**src/rtl/score_display.sv**
```systemverilog
// score_display: turns the processor's signed 32-bit score into a multiplexed,
// active-low, 8-digit seven-segment display.
//
// A captured score is clamped to 0..SAT_MAX and converted to BCD by a
// bit-serial double-dabble engine. The displayed BCD is only replaced once a
// conversion has finished, so partial results never reach the display.
//
// Ports:
//   clock  - master clock (processor domain)
//   reset  - synchronous, active-high reset
//   score  - signed score from the processor
//   seg    - segments {g,f,e,d,c,b,a}, active-low, registered
//   an     - digit anodes, an[0] = least-significant digit, active-low, registered
//   dp     - decimal point, active-low, always off
//   busy   - high while a conversion is in progress
module score_display #(
   parameter int unsigned REFRESH_DIV = 50000,
   parameter int unsigned SAT_MAX     = 99999999
) (
   input  logic        clock,
   input  logic        reset,
   input  logic [31:0] score,
   output logic [6:0]  seg,
   output logic [7:0]  an,
   output logic        dp,
   output logic        busy
);

   localparam int unsigned RefW = (REFRESH_DIV > 2) ? $clog2(REFRESH_DIV) : 1;
   localparam logic [RefW-1:0] RefLast = RefW'(REFRESH_DIV - 1);

   typedef enum logic [1:0] {StIdle, StClamp, StShift, StDone} state_e;

   state_e         state_q;
   logic [31:0]    cap_q;
   logic [26:0]    bin_q;
   logic [31:0]    bcd_q;
   logic [31:0]    disp_q;
   logic [4:0]     iter_q;
   logic [RefW-1:0] ref_q;
   logic [2:0]     idx_q;

   logic [31:0]    bcd_adj;
   logic [26:0]    clamped;
   logic [31:0]    digit_sel;
   logic [3:0]     nibble;
   logic           blank;
   logic [6:0]     seg_dec;

   // Double-dabble correction: any nibble >= 5 gets +3 before the shift.
   always_comb begin
      bcd_adj = bcd_q;
      for (int i = 0; i < 8; i++) begin
         if (bcd_q[4*i +: 4] >= 4'd5) begin
            bcd_adj[4*i +: 4] = bcd_q[4*i +: 4] + 4'd3;
         end
      end
   end

   // Negative scores show 0; anything beyond SAT_MAX saturates.
   always_comb begin
      if (cap_q[31]) begin
         clamped = '0;
      end else if (cap_q > SAT_MAX) begin
         clamped = 27'(SAT_MAX);
      end else begin
         clamped = cap_q[26:0];
      end
   end

   // Digits at and above the scanned one; all zero means a leading zero.
   always_comb begin
      digit_sel = disp_q >> {idx_q, 2'b00};
      nibble    = digit_sel[3:0];
      blank     = (idx_q != 3'd0) && (digit_sel == 32'd0);
   end

   always_comb begin
      case (nibble)
         4'd0:    seg_dec = 7'b1000000;
         4'd1:    seg_dec = 7'b1111001;
         4'd2:    seg_dec = 7'b0100100;
         4'd3:    seg_dec = 7'b0110000;
         4'd4:    seg_dec = 7'b0011001;
         4'd5:    seg_dec = 7'b0010010;
         4'd6:    seg_dec = 7'b0000010;
         4'd7:    seg_dec = 7'b1111000;
         4'd8:    seg_dec = 7'b0000000;
         4'd9:    seg_dec = 7'b0010000;
         default: seg_dec = 7'h7F;
      endcase
   end

   // Capture / convert FSM.
   always_ff @(posedge clock) begin
      if (reset) begin
         state_q <= StIdle;
         cap_q   <= '0;
         bin_q   <= '0;
         bcd_q   <= '0;
         disp_q  <= '0;
         iter_q  <= '0;
         busy    <= 1'b0;
      end else begin
         unique case (state_q)
            StIdle: begin
               if (score != cap_q) begin
                  cap_q   <= score;
                  busy    <= 1'b1;
                  state_q <= StClamp;
               end
            end
            StClamp: begin
               bin_q   <= clamped;
               bcd_q   <= '0;
               iter_q  <= 5'd27;
               state_q <= StShift;
            end
            StShift: begin
               bcd_q  <= {bcd_adj[30:0], bin_q[26]};
               bin_q  <= {bin_q[25:0], 1'b0};
               iter_q <= iter_q - 5'd1;
               // Last shift is the one that takes the counter to zero.
               if (iter_q == 5'd1) begin
                  state_q <= StDone;
               end
            end
            StDone: begin
               disp_q  <= bcd_q;
               busy    <= 1'b0;
               state_q <= StIdle;
            end
            default: state_q <= StIdle;
         endcase
      end
   end

   // Digit scan; an and seg both lag idx_q by one register stage.
   always_ff @(posedge clock) begin
      if (reset) begin
         ref_q <= '0;
         idx_q <= '0;
         an    <= 8'hFF;
         seg   <= 7'h7F;
      end else begin
         if (ref_q == RefLast) begin
            ref_q <= '0;
            idx_q <= idx_q + 3'd1;
         end else begin
            ref_q <= ref_q + 1'b1;
         end
         an  <= ~(8'd1 << idx_q);
         seg <= blank ? 7'h7F : seg_dec;
      end
   end

   assign dp = 1'b1;

endmodule

```
**config.mk**
```make
export PLATFORM = sky130hd
export DESIGN_NAME = score_display
export DESIGN_NICKNAME = d
export VERILOG_FILES = /design/src/rtl/score_display.sv
export SDC_FILE = /design/constraint.sdc
export NUM_CORES = 1
export LEC_CHECK = 0
export CORE_MARGIN = 5
export CORE_UTILIZATION = 64
export DETAILED_ROUTE_END_ITERATION = 10
export PLACE_DENSITY = 0.85
export SYNTH_ARGS = -nofsm -noshare
export SYNTH_HDL_FRONTEND = slang
export SYNTH_SLANG_ARGS = --single-unit
export TNS_END_PERCENT = 30
```
**constraint.sdc**
```tcl
create_clock -name clock -period 3.2 [get_ports clock]
set_clock_uncertainty 0.05 [all_clocks]
set_input_delay 0.32 -clock clock [delete_from_list [all_inputs] [get_ports clock]]
set_output_delay 0.32 -clock clock [all_outputs]
set_load 0.1 [all_outputs]
```
==> key figures, run 1 <==
Outcome
  – Outcome: finished, final reports clean

Global route
  – Global-route wire length before repair: about 31 mm
  – Total grt overflow: 0
  – GRT Total Usage: 25.1%
  – Pin count of the biggest net entering global routing: 57
  – Initial antenna violation count: 0
  – Vias in the first global route: 6386

Synthesis
  – Post-Synthesis Cells: slightly above 900
  – Post-synth cell types: 63
  – FFs w/ async S/R, synth: 0%
  – Mapped Nets: ~1000
  – Mapped Avg Cell Area: 8.95 um2
  – Ys Warns: 0
  – Top-count cell post-synth: dfxtp_1
  – Number of synthesized register bits: approximately 170
  – Sequential cell area fraction in the yosys report: 39.7%
  – EDFF count, synth: 0
  – Post-synth top cells: dfxtp_1 (165), nand2_1 (119), nor2_1 (104)
  – Post-synth top area share: between 30% and 40%
  – Cell taking the most area after synthesis: dfxtp_1
  – Main flop type after synthesis: dfxtp_1
  – Mapped Area: about 0.0083 mm2
  – Area contributors post-synth: dfxtp_1 (40%), mux2i_1 (9.1%), xnor2_1 (5.7%)

Min path
  – Worst Hold End: idx_q[1]
  – Hold Crit Class: input pin to flip-flop
  – HP Start: reset
  – Hold Path Depth: 2

Final layout
  – Register area: between 0.003 and 0.004 mm2
  – Multi-input gate area: about 0.0046 mm2
  – Final Util: about 74%
  – Layout cells sized above 1: approximately 6.4%
  – Diode count: 0
  – Net count reported at finish: around 1000
  – Final std cells w/o fill: 1135
  – Fill count: 954
  – Syn-to-layout area delta: 12.7%

Placed design
  – Placed instance count: roughly 1100
  – RePlAce Congestion: 0.887
  – DP Wirelength: around 12 mm
  – Port Buf Inserts: between 40 and 50

Power and ir drop
  – Sequential fraction of design power: ~40%
  – P_leak: ~0.0036 uW
  – Switching share of total power: around 35%
  – Design internal power: approximately 4200 uW
  – Cell Pwr Density: between 600 and 700 mW/mm2
  – Pwr Total: about 6500 uW
  – P_sw: roughly 2300 uW
  – Comb power frac: a little under a third
  – Worst VDD drop: slightly above 0.0005 V
  – Clk network pwr share: about 28%

Timing
  – RSZ-0062 raised after global routing: false
  – Final Max Slew Viols: 0
  – Slew @ Worst Pin: 1.26 ns
  – Final hold vios: 0
  – Final setup viols: 0
  – WHS: 0.326 ns
  – Slew headroom: between 15 and 20%
  – Final setup TNS: 0 ns
  – Max frequency: between 300 and 400 MHz
  – Final Cycle Share: 80.9%
  – Fin crit period: between 2 and 3 ns

Floorplan
  – Height of the die: ~120 um
  – Die area: 0.0154 mm2
  – I/O Pins: 51
  – Rows: approximately 40
  – Core ar.: 0.0127 mm2
  – Initial Utilization: roughly two thirds
  – Die Wd: ~120 um

Routing
  – DRC violations left: 0
  – Detailed-route via count: ~6700
  – Post-route ant nets: 0
  – DR pass1 iterations: 5
  – Total wire length: roughly 18 mm
  – 1st-iter DRT viols: roughly 600
  – Average vias per placed instance: about 5.9
  – Routed length per instance: approximately 16 um

Setup path
  – Crit-path slowest cell: o21ai_0
  – CP cell instances: inv_1 > ha_1 > o21ai_0 > o41ai_1 > a211oi_1
  – Setup crit start kind: flip-flop
  – Worst Reg-to-Reg Cells: 5
  – CP Max Fanout: 12
  – Classification of the worst setup path: flip-flop to flip-flop
  – R2r setup slk: between 0.6 and 0.7 ns
  – RR Endpoint: bin_q[7]
  – R2r startpoint: state_q[0]
  – Worst EP required: ~3.5 ns
  – Nature of the critical path endpoint: flip-flop
  – Critical path arrival: 2.86 ns
  – CP max stage delay: between 1 and 1.5 ns

Job
  – MaxCap Viol Count: 0

CTS
  – CTS hold repair buffers: 0
  – Root buffer cell: clkbuf_16
  – Clk_lat worst skew: between 0.4 and 0.5 ns
  – Max H-tree Level: 4
  – CTS Buf Count: 17
  – Clk slew on worst S/H paths: 0.06 ns
  – Sink Count: about 170
  – Max clock buf depth: 2
  – Post-cts resize count: 0
  – TritonCTS clock tree: done
  – Post-CTS Setup Bufs: 0
==> power groups by stage <==
stage | registers, uW | clock network (uW) | logic (uW)
floorplan | 2630 | 0 | 1520
global placement | 2610 | 0 | 1970
detailed placement | 2620 | 0 | 2020
CTS | 2580 | 1870 | 2040
global route | 2620 | 1970 | 2260
finish | 2590 | 1850 | 2050
==> critical path, delay by kind of cell, from the launching register on <==
kind	cells	cell delay [ns]
compound gates	3	1.62
fa+ha+maj	1	0.35
buf+inv	1	0.09
flops	1	0.37
==> metal layers <==
layer / wire length, um / global-route usage [%]
met5: 0 / 0
met4: 217 / 7.05
met3: 1110 / 6.09
met2: 8310 / 38.9
met1: 8460 / 35.0
==> kinds of logic (layout without fill, tap and decap cells) <==
group	Yosys count	after routing	synth area share [%]
fa+ha+maj	33	33	4.97
mux	87	87	12.1
xor+xnor	63	63	6.64
compound gates	174	174	14.2
other cells	1	1	0.0451
simple gates	317	317	17.5
buf+inv	89	123	4.83
flops	165	165	39.7
==> area by class of cell <==
| cell class | instances | area share (%) |
|---|---|---|
| Multi-Input combinational cell | 675 | 49.3 |
| Sequential cell | 165 | 35.3 |
| Timing Repair Buffer | 62 | 6.22 |
| Clock buffer | 21 | 4.91 |
| Tap cell | 172 | 2.30 |
| Inverter | 34 | 1.36 |
| Clock inverter | 6 | 0.614 |
==> through the flow <==
| stage | area, um2 | worst slack (ns) |
|---|---|---|
| 2_1_floorplan | 8310 | 1.03 |
| 3_3_place_gp | 8850 | 0.678 |
| 3_5_place_dp | 8850 | 0.595 |
| 4_1_cts | 9370 | 0.641 |
| 5_1_grt | 9370 | 0.426 |
| 6_report | 9370 | 0.613 |
==> cells in the final DEF, fill, tap and decap left out, drive strengths merged, types with 19 or more instances in the layout <==
| cell | count |
|---|---|
| and3 | 19 |
| dfxtp | 165 |
| nand2 | 119 |
| mux2i | 78 |
| xnor2 | 54 |
| o21ai | 25 |
| ha | 33 |
| a21oi | 50 |
| nand4 | 21 |
| clkbuf | 21 |
| inv | 33 |
| nor2 | 104 |
| clkdlybuf4s50 | 47 |
==> sequential cells by signal (all words and copies together), names as in the netlist <==
signal and flops:
an 8, bcd_q 32, bin_q 27, busy 1
cap_q 32, disp_q 32, idx_q 3, iter_q 5
ref_q 16, seg 7, state_q 2
==> how the worst max path moves through the flow <==
stage / from / to / depth (start not counted)
after CTS: state_q[0] / bin_q[7] / 5
after global placement: score[4] / cap_q[3] / 7
after global routing: state_q[0] / bin_q[7] / 5
after floorplan: idx_q[0] / seg[4] / 8
final: state_q[0] / bin_q[7] / 5
after detailed placement: score[5] / cap_q[10] / 7
Power figures use the tool's default switching activity.
==> run 2: changes to the inputs <==
--- a/config.mk
+++ b/config.mk
@@ -6,9 +6,9 @@
 export NUM_CORES = 1
 export LEC_CHECK = 0
 export CORE_MARGIN = 5
-export CORE_UTILIZATION = 64
+export CORE_UTILIZATION = 60
 export DETAILED_ROUTE_END_ITERATION = 10
-export PLACE_DENSITY = 0.85
+export PLACE_DENSITY = 0.8
 export SYNTH_ARGS = -nofsm -noshare
 export SYNTH_HDL_FRONTEND = slang
 export SYNTH_SLANG_ARGS = --single-unit
==> constraint.sdc (replaced) <==
create_clock -name clock -period 2.4 [get_ports clock]
set_clock_uncertainty 0.05 [all_clocks]
set_input_delay 0.24 -clock clock [delete_from_list [all_inputs] [get_ports clock]]
set_output_delay 0.24 -clock clock [all_outputs]
set_load 0.1 [all_outputs]
==> key figures, run 2 (synthesis gave the netlist of run 1 again) <==
Placed design
  – DP Wirelength: 12.7 mm (+2.3%)
  – Port Buf Inserts: 49 (unchanged)
  – DP Area: 0.00898 mm2 (+1.4%)
  – RePlAce Congestion: 0.891 (+0.55%)

Final layout
  – Biggest regs: bcd_q (32), cap_q (32), disp_q (32)
  – Diode count: 0 (unchanged)
  – Syn-to-layout area delta: 15.2%
  – Layout cells sized above 1: 9.60% (+3.2 points)
  – Net count reported at finish: 1034 (+1.2%)
  – Most frequent cells in the layout: dfxtp_1 (165), nand2_1 (119), nor2_1 (103)
  – Most common cell after layout, fill and taps aside: dfxtp_1
  – Design Area, Final: 0.00957 mm2 (+2.2%)

CTS
  – CTS Buf Count: 17 (unchanged)
  – Max clock buf depth: 2 (unchanged)
  – Clk_lat worst skew: 0.43 ns (about the same)
  – Root buffer cell: clkbuf_16
  – Post-CTS Setup Bufs: 0 (unchanged)
  – Max H-tree Level: 4 (unchanged)
  – TritonCTS clock tree: done
  – Post-cts resize count: 0 (unchanged)
  – CTS hold repair buffers: 0 (unchanged)
  – Clk slew on worst S/H paths: 0.06 ns (about the same)
  – Sink Count: 165 (unchanged)

Timing
  – Slew @ Worst Pin: 1.01 ns (-0.252 ns)
  – WHS: 0.153 ns (-0.173 ns)
  – RSZ-0062 raised after global routing: false
  – Final Max Slew Viols: 0 (unchanged)
  – Max frequency: 450 MHz (+16%)
  – Final Cycle Share: 92.7% (+12 points)
  – Final hold vios: 0 (unchanged)
  – Final setup viols: 0 (unchanged)
  – Fin crit period: 2.22 ns (-0.364 ns)
  – Slew headroom: 32.4% (+17 points)
  – Final setup TNS: 0 ns (unchanged)

Global route
  – GRT Total Usage: 22.8% (-2.2 points)
  – Vias in the first global route: 6419 (+0.52%)
  – Total grt overflow: 0 (unchanged)
  – Global-route wire length before repair: 30.6 mm (-0.78%)
  – Initial antenna violation count: 0 (unchanged)
  – Pin count of the biggest net entering global routing: 50 (-12%)

Setup path
  – Crit-path slowest cell: mux4_2
  – RR Endpoint: seg[4]
  – CP delay by family, top: multiplexers
  – Critical path arrival: 2.45 ns (-0.41 ns)
  – Nature of the critical path endpoint: flip-flop
  – WP buf/inv: 2 (+1)
  – R2r startpoint: idx_q[1]
  – CP Max Fanout: 20 (+8)
  – Worst Reg-to-Reg Cells: 8 (+3)
  – Setup crit start kind: flip-flop
  – CP cell instances: buf_12 > mux2i_1 > mux4_2 > ha_1 > inv_1 > a211oi_1 > a21oi_2 > o22ai_1
  – R2r setup slk: 0.18 ns (-0.44 ns)
  – Worst EP required: 2.63 ns (-0.84 ns)
  – CP max stage delay: 0.53 ns (-0.50 ns)
  – Classification of the worst setup path: flip-flop to flip-flop

Routing
  – Routed length per instance: 15.7 um (-1.4%)
  – 1st-iter DRT viols: 593 (-1.0%)
  – Detailed-route via count: 6737 (+0.25%)
  – DRC violations left: 0 (unchanged)
  – DR pass1 iterations: 5 (unchanged)
  – Average vias per placed instance: 5.81 (-1.8%)
  – Post-route ant nets: 0 (unchanged)
  – Total wire length: 18.2 mm (+0.66%)

Floorplan
  – Core ar.: 0.0137 mm2 (+8.3%)
  – I/O Pins: 51 (unchanged)
  – Height of the die: 128 um (+3.0%)
  – Initial Utilization: 60.6% (-5.0 points)
  – Die area: 0.0163 mm2 (+6.1%)
  – Rows: 43 (+4.9%)
  – Die Wd: 128 um (+3.0%)

Min path
  – HP Start: reset
  – Hold Path Depth: 2 (unchanged)
  – Worst Hold End: idx_q[0]
  – Hold Crit Class: input pin to flip-flop

Power and ir drop
  – Cell Pwr Density: 943 mW/mm2 (+36%)
  – Worst VDD drop: 0.000726 V (+45%)
  – P_leak: 0.00370 uW (+3.2%)

Outcome
  – Outcome: finished, final reports clean

Job
  – MaxCap Viol Count: 0 (unchanged)
[run 2: changes by cell type in the layout (fill, tap and decap cells not counted), sizes merged, moves of 2 or more]
cell           delta
bufinv            +2
clkbuf            -2
clkdlybuf4s50    -15
buf              +27
clkinv            +2
[run 2: routing by layer]
layer	share of wire, %	global-route usage, %
met5	0	0
met2	50	39.2
met3	4.7	4.54
met1	43	28.7
met4	2.2	7.93
[run 2: worst max-delay path by stage]
stage                   start   endpoint  slack (ns)  cells after the start
finish               idx_q[1]     seg[4]        0.18                      8
global route         idx_q[1]     seg[4]       0.007                      8
CTS                  idx_q[1]     seg[4]        0.18                      8
detailed placement  score[27]  cap_q[26]        0.13                      7
global placement    score[27]  cap_q[10]        0.18                      7
floorplan            idx_q[0]     seg[4]        0.23                      8
[run 2: power by group]
part / total (uW) / leakage (uW) / switching, uW / internal [uW]
sequential: 3450 / 0.00135 / 329 / 3120
clock: 2760 / 0.000289 / 1100 / 1660
combinational: 2820 / 0.00206 / 1710 / 1120
total: 9030 / 0.00370 / 3130 / 5890
[run 2: area by class of cell]
| type | instances | area, um2 |
|---|---|---|
| multi-input combinational | 675 | 4620 |
| fill | 1072 | 4150 |
| sequential | 165 | 3300 |
| timing repair buffer | 74 | 698 |
| clock buffer | 19 | 443 |
| tap | 180 | 225 |
| clock inverter | 12 | 155 |
| inverter | 34 | 128 |
[run 2: through the flow]
step	setup WS, ns	cells	utilization (%)	power (uW)
CTS	0.178	1159	69.8	9040
global route	0.00706	1159	69.8	9500
finish	0.176	1159	69.8	9030
detailed placement	0.125	1128	65.4	6290
floorplan	0.229	929	-	5530
global placement	0.182	1128	65.4	6220
